$ cat config.mk
export PLATFORM = sky130hd
export DESIGN_NAME = tree_reduce_sequencer
export DESIGN_NICKNAME = d
export VERILOG_FILES = /design/src/rtl/tree_reduce_pkg.sv /design/src/rtl/binary_tree_adder.sv /design/src/rtl/tree_reduce_sequencer.sv
export SDC_FILE = /design/constraint.sdc
export NUM_CORES = 1
export LEC_CHECK = 0
export ABC_AREA = 1
export BUFFER_PORTS_ARGS = -buffer_cell sky130_fd_sc_hd__buf_2
export CAP_MARGIN = 10
export CORE_UTILIZATION = 25
export DETAILED_ROUTE_END_ITERATION = 6
export HOLD_SLACK_MARGIN = 0.15
export MAX_ROUTING_LAYER = met4
export PLACE_DENSITY = 0.52
export SETUP_SLACK_MARGIN = 0.15
export SYNTH_ARGS = -nofsm -noshare
export SYNTH_HDL_FRONTEND = slang
export SYNTH_SLANG_ARGS = --single-unit
$ cat constraint.sdc
create_clock -name clk_i -period 14.1 [get_ports clk_i]
set_input_delay 2.115 -clock clk_i [delete_from_list [all_inputs] [get_ports clk_i]]
set_output_delay 2.115 -clock clk_i [all_outputs]
set_load 0.02 [all_outputs]
$ cat src/rtl/tree_reduce_pkg.sv
// Shared types and constants for the tree reduction sequencer.
package tree_reduce_pkg;

  typedef enum logic [1:0] {
    IDLE  = 2'd0,
    ACCUM = 2'd1,
    DONE  = 2'd2
  } tree_reduce_state_e;

  localparam int ACC_W = 32;
  localparam logic signed [ACC_W-1:0] ACC_MAX = 32'sh7FFFFFFF;
  localparam logic signed [ACC_W-1:0] ACC_MIN = 32'sh80000000;

endpackage

$ cat src/rtl/binary_tree_adder.sv
// Combinational signed adder tree; each level is wide enough for the full sum, so no overflow.
module binary_tree_adder #(
  parameter int INPUTS_AMOUNT = 8,
  parameter int P             = 8,
  localparam int LEVELS       = $clog2(INPUTS_AMOUNT),
  localparam int OUT_W        = P + LEVELS
) (
  input  logic signed [P-1:0]     data [INPUTS_AMOUNT],
  output logic signed [OUT_W-1:0] sum
);

  genvar gl, gi;
  generate
    for (gl = 0; gl <= LEVELS; gl++) begin : g_lvl
      logic signed [OUT_W-1:0] v [INPUTS_AMOUNT >> gl];
      if (gl == 0) begin : g_leaf
        for (gi = 0; gi < INPUTS_AMOUNT; gi++) begin : g_in
          assign v[gi] = OUT_W'(data[gi]);
        end
      end else begin : g_node
        for (gi = 0; gi < (INPUTS_AMOUNT >> gl); gi++) begin : g_add
          assign v[gi] = g_lvl[gl-1].v[2*gi] + g_lvl[gl-1].v[2*gi+1];
        end
      end
    end
  endgenerate

  assign sum = g_lvl[LEVELS].v[0];

endmodule

$ cat src/rtl/tree_reduce_sequencer.sv
// Multi-beat vector reduction around one shared adder tree.
// Optional macro TREE_REDUCE_SATURATE_EN: saturating accumulation with sticky out_sat_o.
module tree_reduce_sequencer
  import tree_reduce_pkg::*;
#(
  parameter int LANES = 8,
  parameter int P     = 8,
  parameter int CNT_W = 16
) (
  input  logic                    clk_i,
  input  logic                    rst_i,
  input  logic                    start_i,
  input  logic [CNT_W-1:0]        len_i,
  output logic                    busy_o,
  input  logic                    in_valid_i,
  output logic                    in_ready_o,
  input  logic signed [P-1:0]     in_data_i [LANES],
  output logic                    out_valid_o,
  input  logic                    out_ready_i,
  output logic signed [ACC_W-1:0] out_sum_o,
  output logic                    out_sat_o
);

  localparam int TREE_W = P + $clog2(LANES);

  generate
    if ((LANES < 1) || ((LANES & (LANES - 1)) != 0)) begin : g_bad_lanes
      $fatal(1, "LANES must be a power of 2");
    end
    if (TREE_W > ACC_W) begin : g_bad_width
      $fatal(1, "P + clog2(LANES) must not exceed 32");
    end
  endgenerate

  tree_reduce_state_e      state_reg, state_next;
  logic signed [ACC_W-1:0] acc_reg, acc_next;
  logic [CNT_W-1:0]        cnt_reg, cnt_next;
  logic [CNT_W-1:0]        len_reg, len_next;

  logic signed [TREE_W-1:0] tree_sum;
  logic signed [ACC_W-1:0]  tree_ext;
  logic signed [ACC_W-1:0]  acc_sum;
  logic signed [ACC_W-1:0]  acc_step;
  logic                     beat_fire;

  binary_tree_adder #(
    .INPUTS_AMOUNT(LANES),
    .P            (P)
  ) u_tree (
    .data(in_data_i),
    .sum (tree_sum)
  );

  assign tree_ext  = ACC_W'(tree_sum);
  assign acc_sum   = acc_reg + tree_ext;
  assign beat_fire = in_valid_i && (state_reg == ACCUM);

`ifdef TREE_REDUCE_SATURATE_EN
  logic pos_ovf, neg_ovf, sat_reg;

  // Same-sign operands producing an opposite-sign result is the overflow signature.
  assign pos_ovf  = !acc_reg[ACC_W-1] && !tree_ext[ACC_W-1] && acc_sum[ACC_W-1];
  assign neg_ovf  = acc_reg[ACC_W-1] && tree_ext[ACC_W-1] && !acc_sum[ACC_W-1];
  assign acc_step = pos_ovf ? ACC_MAX : (neg_ovf ? ACC_MIN : acc_sum);

  always_ff @(posedge clk_i) begin
    if (rst_i) begin
      sat_reg <= 1'b0;
    end else if ((state_reg == IDLE) && start_i) begin
      sat_reg <= 1'b0;
    end else if (beat_fire && (pos_ovf || neg_ovf)) begin
      sat_reg <= 1'b1;
    end
  end

  assign out_sat_o = sat_reg;
`else
  assign acc_step  = acc_sum;
  assign out_sat_o = 1'b0;
`endif

  always_ff @(posedge clk_i) begin
    if (rst_i) begin
      state_reg <= IDLE;
      acc_reg   <= '0;
      cnt_reg   <= '0;
      len_reg   <= '0;
    end else begin
      state_reg <= state_next;
      acc_reg   <= acc_next;
      cnt_reg   <= cnt_next;
      len_reg   <= len_next;
    end
  end

  always_comb begin
    state_next = state_reg;
    acc_next   = acc_reg;
    cnt_next   = cnt_reg;
    len_next   = len_reg;
    case (state_reg)
      IDLE: begin
        if (start_i) begin
          len_next   = len_i;
          acc_next   = '0;
          cnt_next   = '0;
          state_next = (len_i == '0) ? DONE : ACCUM;
        end
      end
      ACCUM: begin
        if (beat_fire) begin
          acc_next = acc_step;
          cnt_next = cnt_reg + CNT_W'(1);
          // len_reg is never 0 here, so len_reg-1 cannot wrap.
          if (cnt_reg == (len_reg - CNT_W'(1))) begin
            state_next = DONE;
          end
        end
      end
      DONE: begin
        if (out_ready_i) begin
          state_next = IDLE;
        end
      end
      default: state_next = IDLE;
    endcase
  end

  assign busy_o      = (state_reg != IDLE);
  assign in_ready_o  = (state_reg == ACCUM);
  assign out_valid_o = (state_reg == DONE);
  assign out_sum_o   = acc_reg;

endmodule

# After elaboration in Yosys (flattened, before gate mapping)
# Index checks and enable logic that the tools add are counted.
[totals]
reg_bits = 66
latch_bits = 0
mem_bits_rw = 0
mem_bits_ro = 0
in_bits = 85
out_inout_bits = 36
elab_cells = 41
mem_count = 0
[classes]
add_sub_neg = 10
n_mul = 0
div = 0
order_cmp = 0
eq_ne = 7
shift = 0
mux = 12
n_bitwise = 0
n_reduce_logical = 8
[op_table]
columns = ["op", "n"]
rows = [
  ["$mux 32", 2],
  ["$pmux 32 s2", 1],
  ["$add 8x8->9", 4],
  ["$add 11x11->11", 3],
  ["$add 32x11->32", 1],
  ["$mux 16", 2],
  ["$pmux 16 s2", 1],
  ["$add 16x1->16 const B", 1],
  ["$eq 16x16->1", 1],
  ["$logic_not 16->1", 1],
  ["$sub 16x1->16 const B", 1],
  ["$mux 2", 5],
  ["$ne 2x1->1 const B", 3],
  ["$pmux 2 s3", 1],
  ["$reduce_and 4->1", 1],
  ["$reduce_bool 2->1", 2],
  ["$reduce_and 3->1", 1],
  ["$eq 2x1->1 const B", 1],
  ["$eq 2x2->1 const B", 1],
  ["$logic_not 2->1", 1],
  ["$ne 2x2->1 const B", 1],
  ["$reduce_and 2->1", 1],
  ["$logic_and 1x1->1", 1],
]

# Longest topological paths before layout
[depth]
ltp_word = 6
ltp_mapped = 34
ltp_nobuf = 34

# By module
# Synthesis repeated with hierarchy kept, for this count alone.
[unflattened]
cells_unflattened = 1059
area_unflattened_um2 = 7050.5
[modules_own_cells]
columns = ["module", "instances", "cells_per_inst", "area_each_um2", "seq_area_each_um2"]
rows = [
  ["tree_reduce_sequencer", 1, 805, 5134.9, 1321.3],
  ["binary_tree_adder", 1, 254, 1915.6, 0.0],
]

# Worst setup path before layout
# OpenSTA, ideal clock, no wires.
[synth_path]
kind = "input -> register"
start = "in in_data_i[16] in the netlist's numbering"
end = "reg acc_reg[26], in the netlist out_sum_o[26]"
setup_ps = 132
t_arrival_ps = 7156
path_slack_ps = 6812
stages = 26
cell_sequence = "ha_1 > inv_1 > fa_1 > o21ai_0 > a21oi_1 > o21ai_0 > nand2_1 > a22oi_1 > fa_1 > inv_1 > fa_1 > ha_1 > a21oi_1 > a21boi_0 > nand3_1 > nand2_1 > nand2_1 > ha_1 > nand2_1 > o21ai_0 > a21oi_1 > or2_2 > nand3_1 > nand2_1 > nand3_1 > a21oi_1"
[synth_via]
elab_chain_cells = 6
[synth_rtl]
columns = ["element", "line_no", "source"]
rows = [
  ["from (decl)", "tree_reduce_sequencer.sv:17", "input logic signed [P-1:0] in_data_i [LANES],"],
  ["$add 8x8->9", "binary_tree_adder.sv:22", "assign v[gi] = g_lvl[gl-1].v[2*gi] + g_lvl[gl-1].v[2*gi+1];"],
  ["$add 11x11->11 (2 in a row)", "binary_tree_adder.sv:22", ""],
  ["$add 32x11->32", "tree_reduce_sequencer.sv:55", "assign acc_sum = acc_reg + tree_ext;"],
  ["$mux 32", "tree_reduce_sequencer.sv:111", "if (beat_fire) begin"],
  ["$pmux 32 s2", "tree_reduce_sequencer.sv:101", "case (state_reg)"],
  ["to (signal assigned)", "tree_reduce_sequencer.sv:90", "acc_reg <= acc_next;"],
  ["to (decl)", "tree_reduce_sequencer.sv:36", "logic signed [ACC_W-1:0] acc_reg, acc_next;"],
]
# No other way between the ends. The select of a mux whose other input is x is not followed.
# A chain may end at the register's enable or synchronous reset.

# Worst setup path after layout
[layout_path]
start = "in in_data_i[16] in the netlist's numbering"
end = "reg acc_reg[17], in the netlist out_sum_o[17]"
# Same word-level chain as after synthesis.

==> impl_metrics.toml <==
[run_status]
outcome = "complete, no violations"

[floorplanning]
num_rows = 60
core_area_um2 = 27200
fp.dieArea_um2 = 28600
die_height_um = 169
start_util_pct = 25.7
io_pins = 121
die_x_um = 169

[routing]
first_pass_iters = 5
detailedRoute.firstIterationViolations = 373
wire_per_inst_um = 13.7
vias_per_cell = 4.51
post-route-drc-count = 0
vias = 6977
ant_nets = 0
wl_um = 21200

[sta]
clock.fmax_ghz = 0.122
fin_skew_ps = 9.28
maxSlewHeadroom_pct = 33.6
layout_min_cycle_time_ps = 8230
report.final.setup_viol = 0
hold_violations = 0
period_share_pct = 58.4
tightest_slew_ps = 994
rsz0062_at_grt = "false"
fin_tns_setup_ps = 0
drv_slew = 0
hold_ws_ps = 483

[cells_and_area]
largest_reg_flops = 32
fin_nets = 1355
multiInputGateArea_um2 = 5080
diodes = 0
final_area_um2 = 8290
register_area_um2 = 1320
drive_above_1_share_pct = 13.5
fillers = 3093
instances_no_fill = 1546
syn2layout_area_growth_pct = 18.8

[critical_path]
worst_ep_arrival_time_ps = 8490
crit_family = "adder cells"
critical_path_class = "in -> reg"
required_ps = 14360
path_max_fanout = 24
path_depth = 27
r2r_cells = 15
worst_path_largest_cell_delay_ps = 620
critPathBufInv = 3
start_kind = "input pin"
crit_path_end_kind = "flop"
crit_slowest_cell = "ha_1"

[power_and_ir_drop]
leakage_nw = 4.11
power.density_nw_per_um2 = 273
fin_total_pwr_w = 0.00226
ir_worst_vdd_mv = 0.132

[placement]
gp_routability_congestion = 0.870
postPlaceCellArea_um2 = 7980
place_inst = 1530
portBuffers = 119
hpwl_um = 17500

[clock_tree]
clk_pin_slew_ps = 60
cts.sinks = 66
htreeDepth = 3
cts_resized = 0
cts_hold_buf = 0
clk_latency_ps = 340
tritoncts = "yes"
cts_made_buffers = 9
clockRootBuffer = "clkbuf_16"
cts_setup_buffers = 0
cts_buffer_depth = 2

[yosys]
async_reset_ff_share_pct = 0
postSynthCellCount = 1053
synth-main-ff-cell = "dfxtp_1"
syn_area_per_cell_um2 = 6.62
synth_seq_area_share_pct = 18.9
ys_types = 40
synth_edf_count = 0
synth-seq-cells = 66
syn_area_um2 = 6980
ys_warn_count = 0
syn_nets = 1239

[min_path]
whs_path_depth = 2
min_path_type = "reg -> reg"

[grt]
grt_max_degree = 37
grt_pass1_wl_um = 34700
gr-total-overflow = 0
first_global_vias = 6790
grt_use_total_pct = 15.8
antenna_found_initial = 0

[run]
cap_viol_max_count = 0
[worst register-to-register path: cells and delay by family (launching register included)]
| kind | cells | cell delay (ps) |
|---|---|---|
| buffers and inverters | 2 | 170 |
| adders and majority gates | 2 | 560 |
| and+or+nand+nor | 9 | 1100 |
| AOI/OAI and AO/OA | 2 | 380 |
| DFF | 1 | 370 |
[where the power goes]
part | total, W | switching (W) | internal, W
logic | 0.00176 | 0.00118 | 0.000580
registers | 0.000269 | 0.0000417 | 0.000227
clock network | 0.000236 | 0.0000940 | 0.000142
total | 0.00226 | 0.00131 | 0.000949
[through the flow]
stage / setup WS [ps] / utilization, %
final: 5870 / 30.5
after global placement: 5580 / 29.4
after CTS: 5890 / 30.5
after floorplan: 6810 / -
after detailed placement: 5540 / 29.4
after global routing: 5320 / 30.5
[kinds of logic (layout without fill, tap and decap cells)]
| group | after synthesis | in the layout | share of synthesized area [%] |
|---|---|---|---|
| and+or+nand+nor | 455 | 455 | 28.5 |
| xor gates and xnor gates | 49 | 49 | 6.15 |
| AOI/OAI and AO/OA | 228 | 228 | 17.4 |
| buffers and inverters | 153 | 274 | 8.29 |
| adders and majority gates | 101 | 101 | 20.7 |
| other | 1 | 1 | 0.0538 |
| DFF | 66 | 66 | 18.9 |
[cells in the mapped netlist, types with 3 or more instances]
cell type	count	area, um2
nand2_1	226	848
inv_1	134	503
a21oi_1	127	636
nor2_1	106	398
ha_1	77	963
o21ai_0	69	345
dfxtp_1	66	1320
nand3_1	54	270
xor2_1	34	298
fa_1	24	480
nor3_1	17	85.1
nand4_1	15	93.8
xnor2_1	15	131
clkbuf_1	14	52.6
a21o_1	10	75.1
nand3b_1	7	52.6
or2_2	6	37.5
nor2_4	5	56.3
nor4_1	5	31.3
o21bai_1	5	37.5
o21a_1	4	30.0
a22oi_1	3	22.5
and2_1	3	18.8
nand2_2	3	18.8
nand2_4	3	33.8
[area by class of cell]
class | instances | share of cell area, %
clock buffer | 10 | 2.88
multi-input combinational | 834 | 61.2
tap | 372 | 5.62
inverter | 138 | 6.25
sequential | 66 | 15.9
timing repair buffer | 120 | 7.28
clock inverter | 6 | 0.785
[per-layer routing]
metal,up-vias,wire (um),global-route usage [%]
met3,6,868,2.78
met5,-,0,-
met4,0,108,2.94
met1,3128,10600,20.7
li1,3707,-,-
met2,136,9560,25.5
[cells in the final DEF, fill, tap and decap left out, drive strengths merged, types with 15 or more instances in the layout]
| cell type | instances |
|---|---|
| nand2 | 232 |
| inv | 137 |
| a21oi | 127 |
| buf | 120 |
| nor2 | 113 |
| ha | 77 |
| o21ai | 71 |
| dfxtp | 66 |
| nand3 | 55 |
| xor2 | 34 |
| fa | 24 |
| nor3 | 17 |
| xnor2 | 15 |
| nand4 | 15 |
[final timing paths]
kind	startpoint	end	slack, ps
min	out_sum_o[3]	out_sum_o[3]	480
max	in_data_i[16]	out_sum_o[17]	5870
max reg2reg	out_sum_o[0]	out_sum_o[28]	11380
min reg2reg	out_sum_o[3]	out_sum_o[3]	480
No activity file was read; power rests on OpenSTA's default activity.
